--- config.mk ---
export PLATFORM = sky130hd
export DESIGN_NAME = uart_tx_ctrl
export DESIGN_NICKNAME = d
export VERILOG_FILES = /design/src/rtl/uart_pkg.sv /design/src/rtl/uart_tx_bit_cnt.sv /design/src/rtl/uart_tx_ctrl.sv
export SDC_FILE = /design/constraint.sdc
export NUM_CORES = 1
export LEC_CHECK = 0
export CAP_MARGIN = 20
export CORE_ASPECT_RATIO = 1.25
export CORE_MARGIN = 8
export CORE_UTILIZATION = 40
export CTS_CLUSTER_SIZE = 40
export DETAILED_ROUTE_END_ITERATION = 6
export PLACE_DENSITY_LB_ADDON = 0.25
export SETUP_SLACK_MARGIN = 0.02
export SYNTH_ARGS = -nofsm -noshare
export SYNTH_HDL_FRONTEND = slang
export SYNTH_SLANG_ARGS = --single-unit
--- constraint.sdc ---
create_clock -name clck -period 2.2 [get_ports clck]
set_clock_uncertainty 0.1 [all_clocks]
set_input_delay 0.55 -clock clck [delete_from_list [all_inputs] [get_ports clck]]
set_output_delay 0.55 -clock clck [all_outputs]
set_load 0.02 [all_outputs]
--- src/rtl/uart_pkg.sv ---
// Shared UART definitions: TX state encoding, framing bit levels and the
// default data width.
package uart_pkg;

  localparam int DATA_WIDTH_DEFAULT = 8;

  localparam logic START_BIT = 1'b0;
  localparam logic STOP_BIT  = 1'b1;

  typedef enum logic [2:0] {
    IDLE   = 3'd0,
    START  = 3'd1,
    DATA   = 3'd2,
    PARITY = 3'd3,
    STOP   = 3'd4
  } tx_state_t;

endpackage

--- src/rtl/uart_tx_bit_cnt.sv ---
// Data-bit index counter for the TX frame: clearable, enabled up-counter with
// a flag marking the last data bit.
module uart_tx_bit_cnt #(
  parameter int DATA_WIDTH = 8,
  parameter int CNT_W      = 3
) (
  input  logic             clck,
  input  logic             rst,
  input  logic             clear,
  input  logic             enable,
  output logic [CNT_W-1:0] count,
  output logic             last
);

  localparam logic [CNT_W-1:0] LAST_IDX = CNT_W'(DATA_WIDTH - 1);

  always_ff @(posedge clck or posedge rst) begin
    if (rst) begin
      count <= '0;
    end else if (clear) begin
      count <= '0;
    end else if (enable) begin
      count <= count + CNT_W'(1);
    end
  end

  assign last = (count == LAST_IDX);

endmodule

--- src/rtl/uart_tx_ctrl.sv ---
// UART transmit frame sequencer: start bit, LSB-first data, optional parity
// from an external registered calculator, stop bit; registered line and busy.
module uart_tx_ctrl
  import uart_pkg::*;
#(
  parameter int   DATA_WIDTH = DATA_WIDTH_DEFAULT,
  parameter logic IDLE_LEVEL = 1'b1
) (
  input  logic                  clck,
  input  logic                  rst,
  input  logic [DATA_WIDTH-1:0] p_data,
  input  logic                  data_valid,
  input  logic                  par_en,
  input  logic                  par_bit,
  output logic [DATA_WIDTH-1:0] par_data,
  output logic                  tx_out,
  output logic                  busy
);

  localparam int CNT_W = (DATA_WIDTH > 1) ? $clog2(DATA_WIDTH) : 1;

  tx_state_t        state;
  logic             par_en_q;
  logic [CNT_W-1:0] bit_cnt;
  logic [CNT_W-1:0] bit_next;
  logic             bit_last;
  logic             accept;

  // A new byte is taken only when the line is idle or finishing its stop bit.
  assign accept   = data_valid && ((state == IDLE) || (state == STOP));
  assign bit_next = bit_cnt + CNT_W'(1);

  uart_tx_bit_cnt #(
    .DATA_WIDTH (DATA_WIDTH),
    .CNT_W      (CNT_W)
  ) u_bit_cnt (
    .clck   (clck),
    .rst    (rst),
    .clear  (state != DATA),
    .enable (state == DATA),
    .count  (bit_cnt),
    .last   (bit_last)
  );

  // tx_out is loaded one edge ahead with the bit the next state presents.
  always_ff @(posedge clck or posedge rst) begin
    if (rst) begin
      state    <= IDLE;
      tx_out   <= IDLE_LEVEL;
      busy     <= 1'b0;
      par_data <= '0;
      par_en_q <= 1'b0;
    end else if (accept) begin
      state    <= START;
      tx_out   <= START_BIT;
      busy     <= 1'b1;
      par_data <= p_data;
      par_en_q <= par_en;
    end else begin
      case (state)
        START: begin
          state  <= DATA;
          tx_out <= par_data[0];
        end
        DATA: begin
          if (bit_last) begin
            if (par_en_q) begin
              state  <= PARITY;
              tx_out <= par_bit;
            end else begin
              state  <= STOP;
              tx_out <= IDLE_LEVEL;
            end
          end else begin
            tx_out <= par_data[bit_next];
          end
        end
        PARITY: begin
          state  <= STOP;
          tx_out <= IDLE_LEVEL;
        end
        STOP: begin
          state  <= IDLE;
          tx_out <= IDLE_LEVEL;
          busy   <= 1'b0;
        end
        default: begin
          state  <= IDLE;
          tx_out <= IDLE_LEVEL;
          busy   <= 1'b0;
        end
      endcase
    end
  end

endmodule

# == Yosys cells after proc, flatten, opt, wreduce, memory -nomap -nowiden ==
# Index checks and enable logic that the tools add are counted.
# totals
ramBits,0
latch_bits,0
mem_count,0
romBits,0
wordCells,35
ff_bits,17
output_inout_bits,10
input_bits,13
# classes
bitwise_logic,0
n_shift,0
div_mod_pow,0
n_eq_ne,8
n_reduce_logical,5
magnitude_cmp,1
mul,0
n_mux,14
n_addsub,1
# ops
operator,count
3-bit 2-to-1 mux,5
3-bit one-hot mux with 3 select lines,1
"3-bit by 2-bit equality test with 1-bit output, second input constant",2
"3-bit equality test, second input constant",2
1-bit 2-to-1 mux,6
"3-bit by 4-bit less-than comparator with 1-bit output, second input constant",1
"3-bit by 1-bit adder with 3-bit output, second input constant",1
1-bit binary-select mux with 3-bit select,1
"3-bit by 1-bit equality test with 1-bit output, second input constant",1
3-bit zero test,1
"3-bit by 2-bit != test with 1-bit output, second input constant",1
"3-bit != test, second input constant",1
3-bit OR reduction,1
"2-bit by 1-bit != test with 1-bit output, second input constant",1
1-bit one-hot mux with 2 select lines,1
2-bit nonzero test,1
1-bit logical AND,1
1-bit logical OR,1

# == Logic depth before layout (Yosys ltp) ==
# depth
ltp_word,6
depth_mapped,6
depth_no_buf,5

# == Cells and area by module ==
# Synthesis repeated with hierarchy kept, for this count alone.
# unflattened
hier_cells,65
hier_area_um2,852.1
# modules_own_cells
module,instances,seq_area_each_um2,area_each_um2,cells_each
uart_tx_ctrl,1,351.6,708.2,53
uart_tx_bit_cnt,1,75.1,143.9,12

# == Worst setup path before layout ==
# Ideal clock, no wire load.
# synth_timing
path_type,reg2reg
from,reg u_bit_cnt.count[0]
to,reg tx_out
setup_time_ns,0.091
period_less_slack_ns,2.086
n_path_buf,0
required_time_ns,2.009
arrival_time_ns,1.895
setup_slack_ns,0.114
path_stages_with_launch,6
cell_sequence,dfrtp_1 ha_1 ha_1 mux4_2 a2111oi_2 o22ai_1
# synth_between
elab_chain_len,6
# synth_lines
item,line_no,source
"start, declared",uart_tx_bit_cnt.sv:11,"output logic [CNT_W-1:0] count,"
"start signal, assigned",uart_tx_bit_cnt.sv:23,count <= count + CNT_W'(1);
3-bit by 1-bit adder with 3-bit output,uart_tx_ctrl.sv:31,assign bit_next = bit_cnt + CNT_W'(1);
1-bit binary-select mux with 3-bit select,uart_tx_ctrl.sv:75,tx_out <= par_data[bit_next];
1-bit 2-to-1 mux (implied by the code),uart_tx_ctrl.sv:75,
1-bit 2-to-1 mux (*),uart_tx_ctrl.sv:66,if (bit_last) begin
1-bit one-hot mux with 2 select lines (*),uart_tx_ctrl.sv:60,case (state)
1-bit 2-to-1 mux (*),uart_tx_ctrl.sv:53,end else if (accept) begin
"end signal, assigned",uart_tx_ctrl.sv:63,tx_out <= par_data[0];
"end signal, assigned",uart_tx_ctrl.sv:69,tx_out <= par_bit;
"end signal, assigned",uart_tx_ctrl.sv:75,
"end, declared",uart_tx_ctrl.sv:16,"output logic tx_out,"
# Every way passes the cells marked *; elsewhere a longest branch is shown, timed or not. The select of a mux whose other input is x is not followed.
# A chain may end at the register's enable or synchronous reset.

# == Final worst setup path ==
# Ends and elaborated chain as after synthesis.

==> flow_summary_export.csv <==
group,metric,value,unit
timing,fin_crit_sh,0.934,
timing,worst_slew_pin_slew,0.622,ns
synthesis,synth_cells,60,
final_layout,drive_above_1_share,0.224,
setup_path,cp-end-kind,"flop",
timing,slew_violations,0,
detailed_routing,avgRoutedWirePerCell,15.1,um
setup_path,crit_cells,5,
setup_path,critPathMaxStageDelay,0.50,ns
synthesis,synth_top_area_share,0.527,
final_layout,multi_input_area,328,sq um
synthesis,synth_fp_nets,75,
min_path,hold_depth,1,
timing,slew_headroom,0.585,
setup_path,reg2regPathDepth,5,
floorplanning,rows,17,
global_routing,grt_pass1_wl,2.62,mm
synthesis,netlist_top_cells_area,"dfrtp_1, mux2_2, mux2i_1, dfstp_2, ha_1",
final_layout,n_antenna_cell,0,
setup_path,path_class,"reg -> reg",
synthesis,synth_top_area_cell,"dfrtp_1",
synthesis,synth-seq-cells,17,
timing,hold_violations,0,
final_layout,regArea,427,sq um
run,cap_violations,0,
timing,setup_violations,0,
floorplanning,core_area,1790,sq um
detailed_routing,ant_nets,0,
global_routing,grt_pass1_vias,588,
final_layout,area_growth,37.1,%
global_routing,grt_max_degree,18,
setup_path,cp_top_family,"adder cells",
place,gp_congestion,0.735,
setup_path,worstPathRequired,2.31,ns
power_and_ir_drop,ir_drop,0.721,mV
setup_path,cp.arrival,2.17,ns
place,dpl-instance-area,1000,sq um
setup_path,cp-start-kind,"flop",
floorplanning,initial_utilization,0.425,
detailed_routing,drt-initial-drc-count,2,
setup_path,crit_chain,"ha_1, ha_4, mux4_2, a2111oi_2, o22ai_1",
clocking,cts_root_buffer,"clkbuf_4",
detailed_routing,drc,0,
floorplanning,die_w,55.0,um
detailed_routing,drtPass1Iterations,2,
clocking,cts_tree,"yes",
timing,rsz0062_at_grt,"false",
clocking,htree_levels,1,
outcome,status,"complete, no violations",
min_path,hp-class,"reg -> reg",
power_and_ir_drop,power.density,1390,nW/um^2
setup_path,worst-path-max-fanout,4,
timing,fin_setup_tns,0,ns
synthesis,yosysSeqAreaShare,0.562,
global_routing,grt_use_total,0.0958,
final_layout,nNetsFinal,101,
synthesis,ys.warnings.count,0,
clocking,clk_pin_slew,0.10,ns
final_layout,fin_area,1040,sq um
floorplanning,ioPinCount,23,
global_routing,antenna_found_initial,0,
detailed_routing,vias,520,
power_and_ir_drop,leakage,0.442,nW
clocking,cts_sinks,17,
setup_path,cp_num_buf_inv,0,
detailed_routing,finalWirelength,1.57,mm
synthesis,ys_types,23,
timing,fin_crit,2.06,ns
clocking,cts_setup_buffers,0,
clocking,clock_path_buffers,2,
timing,fmax,0.487,GHz
clocking,clk_latency,0.28,ns
detailed_routing,via_per_inst,5.00,
final_layout,fin_util,0.583,
synthesis,synth_area,759,sq um
floorplanning,die_h,64.7,um
setup_path,crit_slowest_cell,"mux4_2",
clocking,cts_buffers,3,
place,port_buffers,22,
floorplanning,die-area,3560,sq um
final_layout,fillCellCount,170,
place,dp_hpwl,1.24,mm
synthesis,syn_avg_cell_area,12.7,sq um
global_routing,gr-total-overflow,0,
-- final timing paths --
kind | endpoint | startpoint | slack (ns)
hold reg to reg | state[1] | state[2] | 0.40
setup reg to reg | tx_out | u_bit_cnt.count[0] | 0.14
min in group asynchronous | state[0] | rst | 0.53
hold / removal | state[1] | state[2] | 0.40
setup / recovery | tx_out | u_bit_cnt.count[0] | 0.14
max in group asynchronous | par_en_q | rst | 1.07
-- metal layers --
metal  global-route usage  share of wire  wire length (um)
met1                0.112           0.44               697
met4               0.0361         0.0089                14
met3               0.0388          0.048                76
met2                0.151           0.50               780
met5                    0              0                 0
-- metrics by stage --
stage	hold slack [ns]	total power, mW	cells	setup WS [ns]
finish	0.400	1.45	104	0.145
global route	0.429	1.55	104	0.0748
CTS	0.403	1.47	104	0.0883
detailed placement	0.397	1.30	100	0.112
global placement	0.365	1.28	100	0.145
floorplan	0.341	1.00	60	0.114
-- synth_stat cells --
| library cell | number |
|---|---|
| a2111oi_2 | 1 |
| a21oi_1 | 2 |
| and2_1 | 2 |
| and2_2 | 1 |
| buf_2 | 1 |
| clkbuf_2 | 1 |
| dfrtp_1 | 16 |
| dfstp_2 | 1 |
| ha_1 | 2 |
| inv_1 | 2 |
| mux2_2 | 8 |
| mux2i_1 | 3 |
| mux4_2 | 1 |
| nand2_1 | 2 |
| nand2b_1 | 2 |
| nor2_1 | 5 |
| nor3_1 | 2 |
| nor3b_1 | 2 |
| nor4b_1 | 1 |
| o21a_1 | 1 |
| o21ai_0 | 2 |
| o22ai_1 | 1 |
| or2_2 | 1 |
-- cell usage in the layout (no fill, tap or decap), types with 2 or more instances in the layout --
cell type	netlist	layout
mux2i_1	3	3
and2_1	2	2
nor3_1	2	2
dfrtp_1	16	16
nand2b_1	2	2
o21ai_0	2	2
nor2_1	5	5
mux2_2	8	8
inv_1	2	2
clkdlybuf4s50_1	0	22
clkbuf_4	0	3
a21oi_1	2	2
nor3b_1	2	2
nand2_1	2	2
-- cell families (layout without fill, tap and decap cells) --
kind of cell | count (synthesis) | in the layout | share of synthesized area
DFF | 17 | 17 | 0.562
muxes | 12 | 12 | 0.188
adders and majority gates | 2 | 2 | 0.0329
AOI/OAI and AO/OA | 7 | 7 | 0.0643
buffers and inverters | 4 | 29 | 0.0231
and+or+nand+nor | 18 | 18 | 0.130
-- power by group --
part / switching [mW] / total, mW / internal (mW)
Combinational: 0.328 / 0.721 / 0.393
Sequential: 0.107 / 0.563 / 0.456
Clock: 0.0982 / 0.166 / 0.0674
-- flip-flops by register name (all words and copies together) (netlist names) --
register         count
busy                 1
par_data             8
par_en_q             1
state                3
tx_out               1
u_bit_cnt.count      3
-- repair_timing --
action / 4_1_cts / 5_1_grt
setup endpoints to repair: 0 / 1
gates resized for setup: 0 / 1
hold buffers: 0 / 0
-- cell type report --
cell class | count | share of cell area
sequential | 17 | 0.410
multi-input combinational | 39 | 0.315
timing repair buffer | 23 | 0.219
tap | 19 | 0.0228
clock buffer | 3 | 0.0216
inverter | 2 | 0.00721
clock inverter | 1 | 0.00481
Power figures use the tool's default switching activity.
